`src/rtl/muldiv_unit.sv`:
```
// Iterative multiply/divide unit: one bit per cycle; 2*WIDTH result in hi/lo.
// Ports: clk, reset (async, active-low), start/op/a/b in;
// busy/done/div_zero/hi/lo out.
// Optional MULDIV_EARLY_OUT_EN: multiplies finish once the multiplier runs out.
module muldiv_unit #(
  parameter int WIDTH = 32
) (
  input  logic             clk,
  input  logic             reset,
  input  logic             start,
  input  logic [1:0]       op,
  input  logic [WIDTH-1:0] a,
  input  logic [WIDTH-1:0] b,
  output logic             busy,
  output logic             done,
  output logic [WIDTH-1:0] hi,
  output logic [WIDTH-1:0] lo,
  output logic             div_zero
);

  localparam int W2 = 2 * WIDTH;
  localparam int CW = $clog2(WIDTH);

  localparam logic [1:0] S_IDLE = 2'd0;
  localparam logic [1:0] S_RUN  = 2'd1;
  localparam logic [1:0] S_FIN  = 2'd2;

  localparam logic [CW-1:0] CNT_LAST = CW'(WIDTH - 1);

  logic [1:0]       state_q, state_d;
  logic             is_div_q, is_div_d;
  logic             neg_res_q, neg_res_d;
  logic             neg_rem_q, neg_rem_d;
  logic             dz_q, dz_d;
  logic [CW-1:0]    cnt_q, cnt_d;
  logic [W2-1:0]    mcand_q, mcand_d;
  logic [WIDTH-1:0] mplr_q, mplr_d;
  logic [W2-1:0]    acc_q, acc_d;
  logic             busy_q, busy_d;
  logic             done_q, done_d;
  logic             dzo_q, dzo_d;
  logic [WIDTH-1:0] hi_q, hi_d;
  logic [WIDTH-1:0] lo_q, lo_d;

  logic             a_neg, b_neg;
  logic [WIDTH-1:0] a_mag, b_mag;
  logic             in_div, in_dz;

  always_comb begin
    a_neg  = ~op[0] & a[WIDTH-1];
    b_neg  = ~op[0] & b[WIDTH-1];
    a_mag  = a_neg ? (~a + WIDTH'(1)) : a;
    b_mag  = b_neg ? (~b + WIDTH'(1)) : b;
    in_div = op[1];
    in_dz  = op[1] & (b == '0);
  end

  logic [W2-1:0]  mul_nxt;
  logic [W2:0]    shl;
  logic [WIDTH:0] top;
  logic [WIDTH:0] diff;
  logic [W2-1:0]  div_nxt;

  always_comb begin
    mul_nxt = mplr_q[0] ? (acc_q + mcand_q) : acc_q;
    shl     = {acc_q, 1'b0};
    top     = shl[W2:WIDTH];
    diff    = top - {1'b0, mplr_q};
    // A borrow means the trial subtraction failed: keep the shifted rest.
    if (diff[WIDTH])
      div_nxt = shl[W2-1:0];
    else
      div_nxt = {diff[WIDTH-1:0], shl[WIDTH-1:1], 1'b1};
  end

  logic [W2-1:0]    prod_fix;
  logic [WIDTH-1:0] quo_fix;
  logic [WIDTH-1:0] rem_fix;

  always_comb begin
    prod_fix = neg_res_q ? (~acc_q + W2'(1)) : acc_q;
    quo_fix  = neg_res_q ? (~acc_q[WIDTH-1:0] + WIDTH'(1))
                         : acc_q[WIDTH-1:0];
    rem_fix  = neg_rem_q ? (~acc_q[W2-1:WIDTH] + WIDTH'(1))
                         : acc_q[W2-1:WIDTH];
  end

  always_comb begin
    state_d   = state_q;
    is_div_d  = is_div_q;
    neg_res_d = neg_res_q;
    neg_rem_d = neg_rem_q;
    dz_d      = dz_q;
    cnt_d     = cnt_q;
    mcand_d   = mcand_q;
    mplr_d    = mplr_q;
    acc_d     = acc_q;
    busy_d    = busy_q;
    done_d    = 1'b0;
    dzo_d     = 1'b0;
    hi_d      = hi_q;
    lo_d      = lo_q;

    unique case (state_q)
      S_IDLE: begin
        if (start) begin
          is_div_d  = in_div;
          neg_res_d = a_neg ^ b_neg;
          neg_rem_d = a_neg;
          dz_d      = in_dz;
          cnt_d     = '0;
          mplr_d    = b_mag;
          busy_d    = 1'b1;
          if (in_div) begin
            acc_d   = {{WIDTH{1'b0}}, a_mag};
            mcand_d = '0;
          end else begin
            acc_d   = '0;
            mcand_d = {{WIDTH{1'b0}}, a_mag};
          end
          if (in_dz) begin
            // Raw dividend is parked here so hi can return it untouched.
            mcand_d = {{WIDTH{1'b0}}, a};
            state_d = S_FIN;
          end else begin
            state_d = S_RUN;
`ifdef MULDIV_EARLY_OUT_EN
            if (!in_div && (b_mag == '0))
              state_d = S_FIN;
`endif
          end
        end
      end

      S_RUN: begin
        cnt_d = cnt_q + CW'(1);
        if (is_div_q) begin
          acc_d = div_nxt;
        end else begin
          acc_d   = mul_nxt;
          mcand_d = mcand_q << 1;
          mplr_d  = mplr_q >> 1;
        end
        if (cnt_q == CNT_LAST)
          state_d = S_FIN;
`ifdef MULDIV_EARLY_OUT_EN
        else if (!is_div_q && ((mplr_q >> 1) == '0))
          state_d = S_FIN;
`endif
      end

      S_FIN: begin
        state_d = S_IDLE;
        busy_d  = 1'b0;
        done_d  = 1'b1;
        dzo_d   = dz_q;
        if (dz_q) begin
          hi_d = mcand_q[WIDTH-1:0];
          lo_d = '1;
        end else if (is_div_q) begin
          hi_d = rem_fix;
          lo_d = quo_fix;
        end else begin
          hi_d = prod_fix[W2-1:WIDTH];
          lo_d = prod_fix[WIDTH-1:0];
        end
      end

      default: begin
        state_d = S_IDLE;
        busy_d  = 1'b0;
      end
    endcase
  end

  always_ff @(posedge clk or negedge reset) begin
    if (!reset) begin
      state_q   <= S_IDLE;
      is_div_q  <= 1'b0;
      neg_res_q <= 1'b0;
      neg_rem_q <= 1'b0;
      dz_q      <= 1'b0;
      cnt_q     <= '0;
      mcand_q   <= '0;
      mplr_q    <= '0;
      acc_q     <= '0;
      busy_q    <= 1'b0;
      done_q    <= 1'b0;
      dzo_q     <= 1'b0;
      hi_q      <= '0;
      lo_q      <= '0;
    end else begin
      state_q   <= state_d;
      is_div_q  <= is_div_d;
      neg_res_q <= neg_res_d;
      neg_rem_q <= neg_rem_d;
      dz_q      <= dz_d;
      cnt_q     <= cnt_d;
      mcand_q   <= mcand_d;
      mplr_q    <= mplr_d;
      acc_q     <= acc_d;
      busy_q    <= busy_d;
      done_q    <= done_d;
      dzo_q     <= dzo_d;
      hi_q      <= hi_d;
      lo_q      <= lo_d;
    end
  end

  assign busy     = busy_q;
  assign done     = done_q;
  assign div_zero = dzo_q;
  assign hi       = hi_q;
  assign lo       = lo_q;

endmodule

```
`config.mk`:
```
export PLATFORM = sky130hd
export DESIGN_NAME = muldiv_unit
export DESIGN_NICKNAME = d
export VERILOG_FILES = /design/src/rtl/muldiv_unit.sv
export SDC_FILE = /design/constraint.sdc
export NUM_CORES = 1
export LEC_CHECK = 0
export ABC_AREA = 0
export CORE_UTILIZATION = 30
export DETAILED_ROUTE_END_ITERATION = 10
export GPL_TIMING_DRIVEN = 0
export SETUP_SLACK_MARGIN = 0.2
export SLEW_MARGIN = 20
export SYNTH_ARGS = -nofsm -noshare
export SYNTH_HDL_FRONTEND = slang
export SYNTH_SLANG_ARGS = --single-unit
```
`constraint.sdc`:
```
create_clock -name clk -period 3.78 [get_ports clk]
set_input_delay 0.378 -clock clk [delete_from_list [all_inputs] [get_ports clk]]
set_output_delay 0.378 -clock clk [all_outputs]
set_load 0.02 [all_outputs]
```
==> summary.txt, run 1 <==
Synth Net Count = 2543
total power = 25.76 mW
Worst path max stage delay = 0.57 ns
Initial Utilization = 30.42%
IO Port Bufs = 135
xor and xnor area share after synthesis = 9.386%
Syn Area/Cell = 8.107 µm²
M1 GR Usage = 32.65%
final WL = 80.81 mm
Peak supply drop = 456.9 µV
DP Area = 21710 µm²
slew margin rel. = 29.85%
post-synth cell types = 84
final instance area = 23610 µm²
pre-CTS setup slack = -0.5759 ns
overall via count from detail_route = 19900
cells along the critical path = or4_4, or4b_4, nor4b_4, buf_6, nand4_2, and2_1, buf_6, a21oi_1, xor2_1, nor2_1, a21oi_1, o21ai_0
LEAKAGE = 9.559 nW
global-route wire length before repair = 120.0 mm
vias per cell = 5.771
Crit Path Category = register to register
largest family of logic cells by synthesized area = compound AO/OA/AOI/OAI gates
multiplexer share of the synthesized area = 2.024%
max_cap viols = 0
IO Count = 136
DRT iter0 DRCs = 1997
worst setup margin = 0.1635 ns
Ys Warns = 0
top_reg_cell synth = dfrtp_1
Final period util = 95.67%
H-tree depth = 1
DRC violations left = 0
total gr overflow = 0
clk sinks = 238
Max Fclk = 276.5 MHz
initial antenna violation count = 4
TritonCTS Buffers = 29
kind of end point of the critical path = register
Final setup viols = 0
slowest CP cell = or4_4
Hold Crit Class = primary input to asynchronous set/reset pin
final setup skew = 0.02681 ns
GRT Total Usage = 24.52%
Post-Synth Adder-Cell Area = 6.783%
CP Launch Type = register
most common cell after layout, fill and taps aside = o21ai_0
#FFs+latches synth = 238
wire per inst = 23.44 µm
Synth Instances = 2371
Async SR Flop Fraction = 100.0%
final core occ = 37.36%
clock buffer depth = 3
worst-path fanout max = 6
Worst-Margin Slew = 1.052 ns
final hold vios = 0
Die ar. = 65090 µm²
met3 GRT Util = 3.976%
Area Overhead vs Synth = 22.81%
outcome = complete, no violations
CTS tree = yes
Post-Synthesis Cell Area = 19220 µm²
RSZ-0062 raised after global routing = true
Final nets = 2752
compound-gate portion of the synthesized area = 29.21%
clock insertion delay at the later pin of the skew report = 0.59 ns
power per cell area = 1091 nW/µm²
final estimated routing congestion in global placement = 0.9980
Die Wd = 255.1 µm
Post-DP HPWL = 63.00 mm
Seq/Total Area, Yosys = 30.98%
largest net degree at the start of global routing = 93
remaining antenna violation count = 0
crit path time final = 3.617 ns
vias in the first global route = 19020
clock transition at the registers of the reported paths = 0.07 ns
Post-synth EDFFs = 0
Placement Rows = 92
share of layout cells above drive strength 1 = 9.996%
Die H = 255.1 µm
highest-count cells in the layout ignoring fill and taps = o21ai_0 (256), nand2_1 (253), dfrtp_1 (208)
drt first pass iters = 6
area share of and/or/nand/nor cells after synthesis = 16.92%
Top Usage Layer GRT = met2
Max Slew Vio Count = 0
met2 Resource Use GR = 38.51%
root buf cell = clkbuf_16
core area = 63200 µm²
CP arrival = 4.06 ns
Worst EP required = 4.22 ns
-- power breakdown --
group	internal (mW)	switching, mW	total [mW]
Sequential	3.58	1.72	5.31
Clock	1.47	1.21	2.68
Combinational	6.81	11.0	17.8
Total	11.9	13.9	25.8
-- cell usage after synthesis (all sizes together), types with 19 or more instances --
master | number | area share [%]
o22a | 32 | 1.5
o21a | 20 | 0.78
buf | 26 | 0.65
a31oi | 27 | 0.88
and3 | 24 | 0.78
ha | 101 | 6.6
nor2 | 160 | 3.1
o21ai | 271 | 7.1
xnor2 | 123 | 5.6
nor3 | 43 | 1.1
o211ai | 60 | 2.3
inv | 79 | 1.5
nand4 | 31 | 1.0
a21oi | 188 | 4.9
nand2 | 255 | 5.0
mux2i | 31 | 1.6
a21o | 46 | 1.8
xor2 | 83 | 3.8
clkbuf | 126 | 2.5
dfrtp | 238 | 31
nand3 | 53 | 1.4
a211oi | 19 | 0.77
a221oi | 21 | 0.96
o31ai | 26 | 1.2
nand2b | 22 | 0.72
a22o | 40 | 1.8
-- final timing paths --
kind                            depth (start not counted)  slack (ns)                    end             startpoint
worst max-delay path                                   12        0.16     hi[10]$_DFFE_PN0P_  acc_q[15]$_DFFE_PN0P_
worst min-delay path                                    2        0.33      hi[4]$_DFFE_PN0P_                  reset
worst max register to register                         12        0.16     hi[10]$_DFFE_PN0P_  acc_q[15]$_DFFE_PN0P_
worst min register to register                          2        0.48      hi[3]$_DFFE_PN0P_      hi[3]$_DFFE_PN0P_
max in group asynchronous                               3        2.54  mplr_q[0]$_DFFE_PN0P_                  reset
min in group clk                                        2        0.48      hi[3]$_DFFE_PN0P_      hi[3]$_DFFE_PN0P_
-- state kept, by name, summed over array words and instances, names as in the netlist, 2 cells and up --
name	flops
lo	32
mcand_q	64
acc_q	64
mplr_q	32
cnt_q	5
state_q	2
hi	32
-- cell families (layout without fill, tap and decap cells) --
| family | Yosys count | in the layout |
|---|---|---|
| simple gates | 688 | 688 |
| fa+ha+maj | 103 | 103 |
| xor+xnor | 206 | 206 |
| compound gates | 865 | 865 |
| other cells | 0 | 1 |
| flops | 238 | 238 |
| mux | 38 | 38 |
| buf+inv | 233 | 463 |
-- metrics by stage --
step / hold WS, ns / instances / TNS, ns
after global routing: 0.3812 / 3447 / 0
after CTS: 0.3477 / 3426 / 0
after floorplan: 0.08241 / 2371 / 0
after global placement: 0.4659 / 3352 / -2020.60
final: 0.3294 / 3448 / 0
after detailed placement: 0.3603 / 3354 / -27.10
-- cell type report --
cell class | instances | area (µm²)
Clock inverter | 16 | 107.6
Clock buffer | 36 | 782.0
Antenna cell | 1 | 2.502
Buffer | 152 | 631.9
Timing Repair Buffer | 178 | 1735
Sequential cell | 238 | 5993
Inverter | 81 | 307.8
Tap cell | 846 | 1059
Fill cell | 6588 | 39590
Multi-Input combinational cell | 1900 | 12990
-- critical path: cells and delay by family, from the launching register on --
family | cells | cell delay (ns)
xor gates and xnor gates | 1 | 0.25
DFF | 1 | 0.47
and+or+nand+nor | 6 | 1.98
AOI/OAI and AO/OA | 3 | 0.46
buffers and inverters | 2 | 0.30
-- routing by layer --
metal	up-vias	routed length, µm
li1	9127	-
met1	9696	34440
met2	879	35860
met3	197	6461
met4	0	4046
met5	-	0
-- what timing repair did --
action                                  in CTS  in global routing
endpoints found under the setup margin      75                 83
setup buffers                               18                 21
endpoints found under the hold margin       66                  0
cloned                                       1                  0
gates resized for setup                     68                 99
pin swaps                                   13                 28
hold buffers                                 1                  0
(Power assumes the default switching activity.)
==> run 2: changes to the inputs <==
--- a/config.mk
+++ b/config.mk
@@ -6,7 +6,7 @@
 export NUM_CORES = 1
 export LEC_CHECK = 0
 export ABC_AREA = 0
-export CORE_UTILIZATION = 30
+export CORE_UTILIZATION = 45
 export DETAILED_ROUTE_END_ITERATION = 10
 export GPL_TIMING_DRIVEN = 0
 export SETUP_SLACK_MARGIN = 0.2
==> summary.txt, run 2 (same netlist as run 1, synthesis figures left out) <==
outcome = complete, no violations
kind of end point of the critical path = register
DRT iter0 DRCs = 1868 (-6.5%)
slew margin rel. = 23.69% (-6.2 points)
Layout fillers = 4038 (-39%)
worst-path fanout max = 6 (unchanged)
most common cell after layout, fill and taps aside = o21ai_0
GRT Total Usage = 38.19% (+14 points)
power per cell area = 1137 nW/µm² (+4.2%)
max_cap viols = 0 (unchanged)
DP Area = 21310 µm² (-1.8%)
Area Overhead vs Synth = 21.69%
highest-count cells in the layout ignoring fill and taps = o21ai_0 (253), nand2_1 (252), dfrtp_1 (208)
Die H = 208.7 µm (-18%)
final instance area = 23390 µm² (-0.91%)
share of layout cells above drive strength 1 = 10.32% (+0.33 points)
Final setup viols = 0 (unchanged)
Placement Rows = 75 (-18%)
reg2reg end = hi[28]$_DFFE_PN0P_
LEAKAGE = 9.687 nW (+1.3%)
Max Fclk = 275.0 MHz (-0.54%)
final WL = 84.90 mm (+5.1%)
clock insertion delay at the later pin of the skew report = 0.60 ns (about the same)
Worst path max stage delay = 0.52 ns (-0.05 ns)
H-tree depth = 1 (unchanged)
total gr overflow = 0 (unchanged)
DRC violations left = 0 (unchanged)
core area = 42040 µm² (-33%)
Top delay family on crit path = simple AND/OR/NAND/NOR gates
Worst EP required = 4.22 ns (about the same)
Die Wd = 208.7 µm (-18%)
clk sinks = 238 (unchanged)
Die ar. = 43550 µm² (-33%)
R2R setup slack = 0.14 ns (-0.02 ns)
vias per cell = 6.432 (+11%)
CP bufs+invs = 0 (-2)
cells along the critical path = or3_4, or4_4, or3_1, or3_1, o41ai_1, o22ai_1, xnor2_1, nor2_1, a21oi_1, o21ai_1
IO Count = 136 (unchanged)
remaining antenna violation count = 0 (unchanged)
cells on worst reg2reg path = 10 (-2)
Hold Crit Class = primary input to asynchronous set/reset pin
RSZ-0062 raised after global routing = true
crit path time final = 3.636 ns (+0.01977 ns)
slowest CP cell = dfrtp_2
Critical R2R Launch = acc_q[49]$_DFFE_PN0P_
fin cells = 3147 (-8.7%)
vias in the first global route = 19800 (+4.1%)
initial antenna violation count = 2 (-2)
IO Port Bufs = 135 (unchanged)
CP Launch Type = register
global-route wire length before repair = 125.0 mm (+4.2%)
Final nets = 2754 (+0.073%)
top flop regs = acc_q x64, mcand_q x64
Post-DP HPWL = 65.40 mm (+3.8%)
Inst Count DP = 3047 (-9.2%)
root buf cell = clkbuf_16
final estimated routing congestion in global placement = 1.002 (+0.35%)
Crit Path Category = register to register
drt first pass iters = 6 (unchanged)
Worst-Margin Slew = 1.145 ns (+0.09241 ns)
Max Slew Vio Count = 0 (unchanged)
Peak supply drop = 672.4 µV (+47%)
Final period util = 96.20% (+0.52 points)
CTS tree = yes
clock transition at the registers of the reported paths = 0.07 ns (about the same)
largest net degree at the start of global routing = 99 (+6.5%)
Crit path top cell by count = or3_1
CP arrival = 4.08 ns (+0.02 ns)
FF/Latch Area = 5993 µm² (unchanged)
CP Depth = 10 (-2)
Initial Utilization = 45.72% (+15 points)
wire per inst = 26.98 µm (+15%)
TritonCTS Buffers = 30 (+3.4%)
final setup skew = 0.01370 ns (-0.01311 ns)
final hold vios = 0 (unchanged)
footprint of the multi-input gates = 12970 µm² (-0.15%)
overall via count from detail_route = 20240 (+1.7%)
clock buffer depth = 3 (unchanged)
run 2: cell count changes in the layout (fill, tap and decap cells not counted), moves of 4 or more:
cell / before / now
bufinv_16: 0 / 5
ha_4: 11 / 3
a211oi_2: 1 / 5
ha_1: 88 / 93
clkinvlp_4: 6 / 2
run 2: how the worst max path moves through the flow:
stage | start | end | slack, ns
floorplan | acc_q[31]$_DFFE_PN0P_ | acc_q[62]$_DFFE_PN0P_ | 0.31
global placement | reset | mcand_q[57]$_DFFE_PN0P_ | -8.23
detailed placement | acc_q[0]$_DFFE_PN0P_ | acc_q[52]$_DFFE_PN0P_ | -0.94
CTS | acc_q[4]$_DFFE_PN0P_ | acc_q[62]$_DFFE_PN0P_ | 0.02
global route | acc_q[4]$_DFFE_PN0P_ | acc_q[58]$_DFFE_PN0P_ | 0.06
finish | acc_q[49]$_DFFE_PN0P_ | hi[28]$_DFFE_PN0P_ | 0.14
run 2: power by group:
group	switching (mW)	internal, mW	total (mW)
Clock	1.24	1.91	3.15
Sequential	1.64	3.59	5.23
Combinational	11.4	6.83	18.2
Total	14.3	12.3	26.6
run 2: timing repair:
action,4_1_cts,5_1_grt
pin swaps,19,38
setup buffers,22,17
hold buffers,1,0
endpoints found under the hold margin,78,0
cloned,1,0
gates resized for setup,68,115
endpoints found under the setup margin,61,75
run 2: through the flow:
stage / hold WS (ns) / total power, mW / TNS, ns / util [%] / setup slack, ns
after detailed placement: 0.4070 / 21.46 / -30.99 / 50.70 / -0.9420
after CTS: 0.3916 / 25.42 / 0 / 54.35 / 0.01826
after global routing: 0.4346 / 28.09 / 0 / 55.64 / 0.06137
final: 0.3695 / 26.60 / 0 / 55.64 / 0.1437
after floorplan: 0.08241 / 15.76 / 0 / - / 0.3149
after global placement: 0.4547 / 21.37 / -1980.06 / 50.54 / -8.230
run 2: cell type report:
class	instances	area share (%)
antenna	2	0.02139
tap	539	2.883
timing repair buffer	179	7.472
sequential	238	25.62
clock inverter	16	0.9039
multi-input combinational	1900	55.44
buffer	152	2.712
inverter	81	1.316
clock buffer	40	3.632
run 2: layer usage:
metal	track usage, %	share of wire [%]	vias to the layer above
li1	-	-	9156
met1	46.68	39	9842
met2	63.89	47	965
met3	5.440	7.7	279
met4	22.97	6.8	0
met5	0	0	-
